===== src/rtl/core_pkg.sv =====
// rtl/core_pkg.sv - shared core widths and operand tag extraction constants
package core_pkg;
  localparam int ROBID_W = 7;
  localparam int OP_W    = 5;
  localparam int RD_W    = 6;
  localparam int XLEN    = 32;
  // A not-ready operand carries its producer ROB id in these bits
  localparam int TAG_LSB = 0;
  localparam int TAG_MSB = ROBID_W - 1;
endpackage


===== src/rtl/exers_sched_if.sv =====
// rtl/exers_sched_if.sv - dispatch, writeback broadcast and issue signals of the scheduler
interface exers_sched_if;
  import core_pkg::*;

  logic                rename_exers_write;
  logic [OP_W-1:0]     rename_op;
  logic [ROBID_W-1:0]  rename_robid;
  logic [RD_W-1:0]     rename_rd;
  logic                rename_op1ready;
  logic [XLEN-1:0]     rename_op1;
  logic                rename_op2ready;
  logic [XLEN-1:0]     rename_op2;
  logic [XLEN-1:0]     rename_imm;
  logic                exers_stall;
  logic                wb_valid;
  logic [ROBID_W-1:0]  wb_robid;
  logic [XLEN-1:0]     wb_value;
  logic                issue_valid;
  logic [OP_W-1:0]     issue_op;
  logic [ROBID_W-1:0]  issue_robid;
  logic [RD_W-1:0]     issue_rd;
  logic [XLEN-1:0]     issue_op1;
  logic [XLEN-1:0]     issue_op2;
  logic [XLEN-1:0]     issue_imm;
  logic                alu_stall;
  logic                rob_flush;

  modport master (
    output rename_exers_write, rename_op, rename_robid, rename_rd,
           rename_op1ready, rename_op1, rename_op2ready, rename_op2, rename_imm,
           wb_valid, wb_robid, wb_value, alu_stall, rob_flush,
    input  exers_stall, issue_valid, issue_op, issue_robid, issue_rd,
           issue_op1, issue_op2, issue_imm
  );

  modport slave (
    input  rename_exers_write, rename_op, rename_robid, rename_rd,
           rename_op1ready, rename_op1, rename_op2ready, rename_op2, rename_imm,
           wb_valid, wb_robid, wb_value, alu_stall, rob_flush,
    output exers_stall, issue_valid, issue_op, issue_robid, issue_rd,
           issue_op1, issue_op2, issue_imm
  );
endinterface


===== src/rtl/exers_age_select.sv =====
// rtl/exers_age_select.sv - age matrix with oldest-ready one-hot select
module exers_age_select #(
  parameter int DEPTH = 8,
  parameter int IDXW  = 3
) (
  input  logic             clk,
  input  logic             rst,
  input  logic             wr_en,
  input  logic [IDXW-1:0]  wr_idx,
  input  logic             clr_en,
  input  logic [IDXW-1:0]  clr_idx,
  input  logic [DEPTH-1:0] valid,
  input  logic [DEPTH-1:0] ready,
  output logic             sel_valid,
  output logic [DEPTH-1:0] sel_onehot,
  output logic [IDXW-1:0]  sel_idx
);
  // age[i][j] = 1 : entry i is older than entry j
  logic [DEPTH-1:0][DEPTH-1:0] age;
  logic [DEPTH-1:0]            older;

  always_ff @(posedge clk) begin
    if (rst) begin
      age <= '0;
    end else begin
      if (wr_en) begin
        for (int j = 0; j < DEPTH; j++) begin
          age[wr_idx][j] <= 1'b0;
          age[j][wr_idx] <= (j != int'(wr_idx)) && valid[j];
        end
      end
      // Stale rows/columns of dead entries are masked by ready, but clear them anyway
      if (clr_en) begin
        for (int j = 0; j < DEPTH; j++) begin
          age[clr_idx][j] <= 1'b0;
          age[j][clr_idx] <= 1'b0;
        end
      end
    end
  end

  always_comb begin
    sel_onehot = '0;
    sel_idx    = '0;
    older      = '0;
    for (int i = 0; i < DEPTH; i++) begin
      for (int j = 0; j < DEPTH; j++) older[j] = age[j][i];
      sel_onehot[i] = ready[i] & ~|(older & ready);
    end
    for (int i = 0; i < DEPTH; i++) begin
      if (sel_onehot[i]) sel_idx = IDXW'(i);
    end
  end

  assign sel_valid = |sel_onehot;
endmodule


===== src/rtl/exers_sched.sv =====
// rtl/exers_sched.sv - reservation station payloads, CDB wakeup and registered issue stage
module exers_sched
  import core_pkg::*;
#(
  parameter int DEPTH = 8,
  parameter int IDXW  = 3
) (
  input  logic         clk,
  input  logic         rst,
  exers_sched_if.slave bus
);
  logic [DEPTH-1:0]   valid, valid_nxt, rdy1, rdy2, ready, sel_onehot;
  logic [OP_W-1:0]    op_q    [DEPTH];
  logic [ROBID_W-1:0] robid_q [DEPTH];
  logic [RD_W-1:0]    rd_q    [DEPTH];
  logic [XLEN-1:0]    val1_q  [DEPTH];
  logic [XLEN-1:0]    val2_q  [DEPTH];
  logic [XLEN-1:0]    imm_q   [DEPTH];
  logic [IDXW-1:0]    wr_idx, sel_idx;
  logic               full, wr_en, sel_valid, adv, iss_en, in1_hit, in2_hit;

  logic               iss_valid;
  logic [OP_W-1:0]    iss_op;
  logic [ROBID_W-1:0] iss_robid;
  logic [RD_W-1:0]    iss_rd;
  logic [XLEN-1:0]    iss_op1, iss_op2, iss_imm;

  // Full is judged on registered valid only; an issue this cycle does not admit a write
  assign full    = &valid;
  assign ready   = valid & rdy1 & rdy2;
  assign adv     = ~iss_valid | ~bus.alu_stall;
  assign iss_en  = adv & sel_valid & ~bus.rob_flush;
  assign wr_en   = bus.rename_exers_write & ~full & ~bus.rob_flush;
  assign in1_hit = ~bus.rename_op1ready & bus.wb_valid &
                   (bus.rename_op1[TAG_MSB:TAG_LSB] == bus.wb_robid);
  assign in2_hit = ~bus.rename_op2ready & bus.wb_valid &
                   (bus.rename_op2[TAG_MSB:TAG_LSB] == bus.wb_robid);

  always_comb begin
    wr_idx = '0;
    for (int i = DEPTH - 1; i >= 0; i--) begin
      if (!valid[i]) wr_idx = IDXW'(i);
    end
  end

  always_comb begin
    valid_nxt = valid;
    if (iss_en) valid_nxt = valid_nxt & ~sel_onehot;
    if (wr_en)  valid_nxt[wr_idx] = 1'b1;
  end

  exers_age_select #(.DEPTH(DEPTH), .IDXW(IDXW)) u_age (
    .clk        (clk),
    .rst        (rst),
    .wr_en      (wr_en),
    .wr_idx     (wr_idx),
    .clr_en     (iss_en),
    .clr_idx    (sel_idx),
    .valid      (valid),
    .ready      (ready),
    .sel_valid  (sel_valid),
    .sel_onehot (sel_onehot),
    .sel_idx    (sel_idx)
  );

  always_ff @(posedge clk) begin
    if (rst || bus.rob_flush) begin
      valid     <= '0;
      iss_valid <= 1'b0;
    end else begin
      valid <= valid_nxt;
      if (adv) iss_valid <= sel_valid;
    end
  end

  always_ff @(posedge clk) begin
    for (int i = 0; i < DEPTH; i++) begin
      if (valid[i] && bus.wb_valid) begin
        if (!rdy1[i] && val1_q[i][TAG_MSB:TAG_LSB] == bus.wb_robid) begin
          rdy1[i]   <= 1'b1;
          val1_q[i] <= bus.wb_value;
        end
        if (!rdy2[i] && val2_q[i][TAG_MSB:TAG_LSB] == bus.wb_robid) begin
          rdy2[i]   <= 1'b1;
          val2_q[i] <= bus.wb_value;
        end
      end
    end
    if (wr_en) begin
      op_q[wr_idx]    <= bus.rename_op;
      robid_q[wr_idx] <= bus.rename_robid;
      rd_q[wr_idx]    <= bus.rename_rd;
      imm_q[wr_idx]   <= bus.rename_imm;
      rdy1[wr_idx]    <= bus.rename_op1ready | in1_hit;
      rdy2[wr_idx]    <= bus.rename_op2ready | in2_hit;
      val1_q[wr_idx]  <= in1_hit ? bus.wb_value : bus.rename_op1;
      val2_q[wr_idx]  <= in2_hit ? bus.wb_value : bus.rename_op2;
    end
  end

  always_ff @(posedge clk) begin
    if (rst) begin
      iss_op    <= '0;
      iss_robid <= '0;
      iss_rd    <= '0;
      iss_op1   <= '0;
      iss_op2   <= '0;
      iss_imm   <= '0;
    end else if (iss_en) begin
      iss_op    <= op_q[sel_idx];
      iss_robid <= robid_q[sel_idx];
      iss_rd    <= rd_q[sel_idx];
      iss_op1   <= val1_q[sel_idx];
      iss_op2   <= val2_q[sel_idx];
      iss_imm   <= imm_q[sel_idx];
    end
  end

  assign bus.exers_stall = full;
  assign bus.issue_valid = iss_valid;
  assign bus.issue_op    = iss_op;
  assign bus.issue_robid = iss_robid;
  assign bus.issue_rd    = iss_rd;
  assign bus.issue_op1   = iss_op1;
  assign bus.issue_op2   = iss_op2;
  assign bus.issue_imm   = iss_imm;
endmodule


===== src/flat_wrapper.sv =====
// flat-port wrapper written by rule: the top's interface ports become plain ports
module exers_sched_flat import core_pkg::*;
#(
  parameter int DEPTH = 8,
  parameter int IDXW  = 3
)
  (clk, rst, bus_rename_exers_write, bus_rename_op, bus_rename_robid, bus_rename_rd, bus_rename_op1ready, bus_rename_op1, bus_rename_op2ready, bus_rename_op2, bus_rename_imm, bus_wb_valid, bus_wb_robid, bus_wb_value, bus_alu_stall, bus_rob_flush, bus_exers_stall, bus_issue_valid, bus_issue_op, bus_issue_robid, bus_issue_rd, bus_issue_op1, bus_issue_op2, bus_issue_imm);
  exers_sched_if bus_i ();
  input  logic clk;
  input  logic rst;
  input wire logic [$bits(bus_i.rename_exers_write)-1:0] bus_rename_exers_write;
  input wire logic [$bits(bus_i.rename_op)-1:0] bus_rename_op;
  input wire logic [$bits(bus_i.rename_robid)-1:0] bus_rename_robid;
  input wire logic [$bits(bus_i.rename_rd)-1:0] bus_rename_rd;
  input wire logic [$bits(bus_i.rename_op1ready)-1:0] bus_rename_op1ready;
  input wire logic [$bits(bus_i.rename_op1)-1:0] bus_rename_op1;
  input wire logic [$bits(bus_i.rename_op2ready)-1:0] bus_rename_op2ready;
  input wire logic [$bits(bus_i.rename_op2)-1:0] bus_rename_op2;
  input wire logic [$bits(bus_i.rename_imm)-1:0] bus_rename_imm;
  input wire logic [$bits(bus_i.wb_valid)-1:0] bus_wb_valid;
  input wire logic [$bits(bus_i.wb_robid)-1:0] bus_wb_robid;
  input wire logic [$bits(bus_i.wb_value)-1:0] bus_wb_value;
  input wire logic [$bits(bus_i.alu_stall)-1:0] bus_alu_stall;
  input wire logic [$bits(bus_i.rob_flush)-1:0] bus_rob_flush;
  output wire logic [$bits(bus_i.exers_stall)-1:0] bus_exers_stall;
  output wire logic [$bits(bus_i.issue_valid)-1:0] bus_issue_valid;
  output wire logic [$bits(bus_i.issue_op)-1:0] bus_issue_op;
  output wire logic [$bits(bus_i.issue_robid)-1:0] bus_issue_robid;
  output wire logic [$bits(bus_i.issue_rd)-1:0] bus_issue_rd;
  output wire logic [$bits(bus_i.issue_op1)-1:0] bus_issue_op1;
  output wire logic [$bits(bus_i.issue_op2)-1:0] bus_issue_op2;
  output wire logic [$bits(bus_i.issue_imm)-1:0] bus_issue_imm;
  assign bus_i.rename_exers_write = bus_rename_exers_write;
  assign bus_i.rename_op = bus_rename_op;
  assign bus_i.rename_robid = bus_rename_robid;
  assign bus_i.rename_rd = bus_rename_rd;
  assign bus_i.rename_op1ready = bus_rename_op1ready;
  assign bus_i.rename_op1 = bus_rename_op1;
  assign bus_i.rename_op2ready = bus_rename_op2ready;
  assign bus_i.rename_op2 = bus_rename_op2;
  assign bus_i.rename_imm = bus_rename_imm;
  assign bus_i.wb_valid = bus_wb_valid;
  assign bus_i.wb_robid = bus_wb_robid;
  assign bus_i.wb_value = bus_wb_value;
  assign bus_i.alu_stall = bus_alu_stall;
  assign bus_i.rob_flush = bus_rob_flush;
  assign bus_exers_stall = bus_i.exers_stall;
  assign bus_issue_valid = bus_i.issue_valid;
  assign bus_issue_op = bus_i.issue_op;
  assign bus_issue_robid = bus_i.issue_robid;
  assign bus_issue_rd = bus_i.issue_rd;
  assign bus_issue_op1 = bus_i.issue_op1;
  assign bus_issue_op2 = bus_i.issue_op2;
  assign bus_issue_imm = bus_i.issue_imm;
  exers_sched #(.DEPTH(DEPTH), .IDXW(IDXW)) u_core (.clk(clk), .rst(rst), .bus(bus_i));
endmodule

===== config.mk =====
export PLATFORM = sky130hd
export DESIGN_NAME = exers_sched_flat
export DESIGN_NICKNAME = d
export VERILOG_FILES = /design/src/rtl/core_pkg.sv /design/src/rtl/exers_sched_if.sv /design/src/rtl/exers_age_select.sv /design/src/rtl/exers_sched.sv /design/src/flat_wrapper.sv
export SDC_FILE = /design/constraint.sdc
export NUM_CORES = 2
export LEC_CHECK = 0
export CAP_MARGIN = 40
export CORE_ASPECT_RATIO = 0.9
export CORE_MARGIN = 8
export CORE_UTILIZATION = 28
export CTS_CLUSTER_SIZE = 14
export DETAILED_ROUTE_END_ITERATION = 16
export MAX_ROUTING_LAYER = met4
export PLACE_DENSITY = 0.51
export SYNTH_ARGS = -nofsm -noshare
export SYNTH_HDL_FRONTEND = slang
export SYNTH_SLANG_ARGS = --single-unit

===== constraint.sdc =====
create_clock -name clk -period 10.55 [get_ports clk]
set_input_delay 1.5825 -clock clk [delete_from_list [all_inputs] [get_ports clk]]
set_output_delay 1.5825 -clock clk [all_outputs]
set_load 0.01 [all_outputs]

==> impl_metrics.ini <==
[status]
outcome = complete, no violations

[critical_path]
crit_required_ns = 11.18
endpoint = u_core.bus.issue_op2[28]$_SDFFE_PP0N_
path_class = flip-flop to flip-flop
reg2reg_slack_ns = 5.27
critPathCaptureType = flip-flop
startpoint = u_core.valid[4]$_SDFF_PP0_
worstPathArrival_ns = 5.91
critPathMostFrequentCell = buf_4
start_kind = flip-flop
r2r-end = u_core.bus.issue_op2[28]$_SDFFE_PP0N_
cp_cell_sequence = nand4_1 -> nand4_1 -> buf_4 -> nor2_4 -> buf_4 -> o21ai_4 -> buf_4 -> a311oi_1 -> a211oi_1 -> a21oi_1
reg2reg_from = u_core.valid[4]$_SDFF_PP0_
cp_slowest_cell = dfxtp_1
max_stage_delay_ns = 0.84
critPathMaxFanout = 50
reg2regPathDepth = 10

[worst_hold_path]
hold_class = flip-flop to flip-flop
min_path_cells = 2

[routing]
dr.pass1.iters = 6
postRouteAntennaNets = 0
viasPerCell = 5.54
finalWirelength_um = 207000
wl_per_cell_um = 30.5
vias = 37700
dr.first_iter.drc_count = 4003
drcViolationCount = 0

[layout]
syn2layout_area_growth_pct = 19.3
seq_area_um2 = 31500
drive_above_1_share_pct = 23.8
final_area_um2 = 63300
final_util_pct = 33.6
multi_input_area_um2 = 20000
nets = 4310
final_cells = 6803
num-fill-cells = 18600

[yosys]
synthArstFlopShare_pct = 0
yosys-top-cells-count = edfxtp_1, mux2_2, and3_1
seq_area_frac_synth_pct = 59.3
netlist_area_um2 = 53000
synth_enable_flop_cells = 912
yosysMostFrequentCell = edfxtp_1
yosys.area.top_type = edfxtp_1
yosysWarnings = 0
synth_fp_nets = 4188
synth.ff_latch_count = 1115
synth_cells = 4027
synth_top_area_share_pct = 51.6
synth_cell_types = 75
synth.area.top_cells = edfxtp_1, mux2_2, dfxtp_1, and3_1, a2111oi_4
yosys_most_used_dff = edfxtp_1
avgSynthCellArea_um2 = 13.2

[placement]
port_buffers = 276
place_area_um2 = 59100
dp_hpwl_um = 126000
finalWeightedCongestion = 0.891
dp_cells = 6540

[floorplan]
rows = 151
ios = 277
design.die.area_um2 = 204000
core_area_um2 = 188000
die_w_um = 475
start_util_pct = 28.2
dieHeight_um = 429

[grt]
track_usage_pct = 20.1
antenna_found_initial = 42
grt_pass1_wl_um = 291000
grt_pass1_vias = 36900
grt_start_max_net_pins = 176
overflow = 0

[cts]
cts_hold_buf = 0
clockBufferDepth = 3
cts_root_buffer = clkbuf_16
cts_buffers = 131
cts.htree.levels = 4
clkSlewWorstSetupHoldPaths_ns = 0.06
cts_resized = 0
cts_tree = done
cts_setup_buffers = 0
clock_latency_ns = 0.78
clock_sinks = 1115

[timing]
worst_pin_slew_ns = 1.13
post-route-period-util_pct = 50.0
relSlewSlack_pct = 24.8
max_freq_mhz = 190
fin_crit_ns = 5.28
finalSetupTns_ns = 0
setup_viol = 0
fin_worst_skew_ns = 0.0460
hold_viol = 0
rsz0062_at_grt = false
report.final.slew_viol_count = 0

[pwr]
power.total_mw = 9.73
vdd_ir_drop_max_uv = 150
power_density_nw_per_um2 = 154
power_leakage_nw = 20.8

[run]
cap_violations = 0
## kinds of logic after synthesis
family                 count (synthesis)  synth area share [%]
XOR/XNOR                             126                  2.08
multiplexers                         513                  10.9
flip-flops                          1115                  59.3
AO/OA/AOI/OAI                        998                  15.5
AND/OR/NAND/NOR                      832                  8.59
buffers and inverters                443                  3.61
## worst min-delay path by stage
| stage | startpoint | end | slack [ns] |
|---|---|---|---|
| 5_1_grt | u_core.u_age.age[54]$_SDFF_PP0_ | u_core.u_age.age[54]$_SDFF_PP0_ | 0.46 |
| 4_1_cts | u_core.u_age.age[54]$_SDFF_PP0_ | u_core.u_age.age[54]$_SDFF_PP0_ | 0.44 |
| 2_1_floorplan | u_core.u_age.age[54]$_SDFF_PP0_ | u_core.u_age.age[54]$_SDFF_PP0_ | 0.41 |
| 3_5_place_dp | u_core.u_age.age[54]$_SDFF_PP0_ | u_core.u_age.age[54]$_SDFF_PP0_ | 0.43 |
| 6_report | u_core.u_age.age[54]$_SDFF_PP0_ | u_core.u_age.age[54]$_SDFF_PP0_ | 0.44 |
| 3_3_place_gp | u_core.u_age.age[54]$_SDFF_PP0_ | u_core.u_age.age[54]$_SDFF_PP0_ | 0.43 |
## cell type report
type	instances	area share, %
repair buffers	414	6.95
diodes	21	0.0831
flip-flops and latches	1115	49.7
inverters	18	0.129
clock inverters	52	0.678
clock buffers	190	5.85
well taps	2524	4.99
multi-input cells	2469	31.6
## stage by stage
stage | setup slack [ns] | hold slack, ns
2_1_floorplan | 4.84 | 0.409
3_3_place_gp | 4.92 | 0.428
3_5_place_dp | 5.24 | 0.428
4_1_cts | 5.32 | 0.437
5_1_grt | 5.10 | 0.461
6_report | 5.27 | 0.444
## power breakdown
part           internal, mW  switching (mW)
logic                 0.203           0.260
registers              4.79          0.0255
clock network          2.55            1.90
total                  7.55            2.18
## critical path: cells and delay by family, from the launching register on
family	cells	cell delay, ns
buf+inv	3	1.78
compound gates	4	1.40
simple gates	3	1.05
flops	1	0.84
## layout by cell type (no fill, tap or decap), types with 12 or more instances in the layout
master and instances:
nand3_1 121, diode_2 21, nor2_1 31, clkinv_1 12, buf_16 22, o21ai_4 13
edfxtp_1 912, a211oi_1 66, nand2_2 19, clkbuf_16 133, nor4_1 48, a31oi_1 125
nor3_1 79, inv_6 13, a21oi_1 94, a2111oi_4 60, nand4_1 43, clkbuf_8 16
clkbuf_1 41, o2111a_1 55, mux2_2 510, xor2_1 122, a22o_1 116, a41oi_1 60
o21ai_0 263, a21oi_2 50, a311oi_1 55, clkdlybuf4s50_1 276, dfxtp_1 203, nand2_1 138
and3_1 299, clkinv_2 22, buf_4 97
## routing by layer
metal | global-route usage, % | vias to the layer above | routed length [um]
li1 | - | 16200 | -
met1 | 25.7 | 19400 | 86200
met2 | 32.3 | 1704 | 99100
met3 | 3.52 | 387 | 14900
met4 | 6.82 | 0 | 6950
met5 | - | - | 0
## state kept, by name, summed over array words and instances, names as in the netlist, 8 cells and up
| signal | count |
|---|---|
| u_core.u_age.age | 64 |
| u_core.rdy2 | 8 |
| u_core.val2_q | 256 |
| u_core.imm_q | 256 |
| u_core.bus.issue_imm | 32 |
| u_core.rd_q | 48 |
| u_core.robid_q | 56 |
| u_core.bus.issue_op1 | 32 |
| u_core.val1_q | 256 |
| u_core.op_q | 40 |
| u_core.rdy1 | 8 |
| u_core.valid | 8 |
| u_core.bus.issue_op2 | 32 |
No activity file was read; power rests on OpenSTA's default activity.
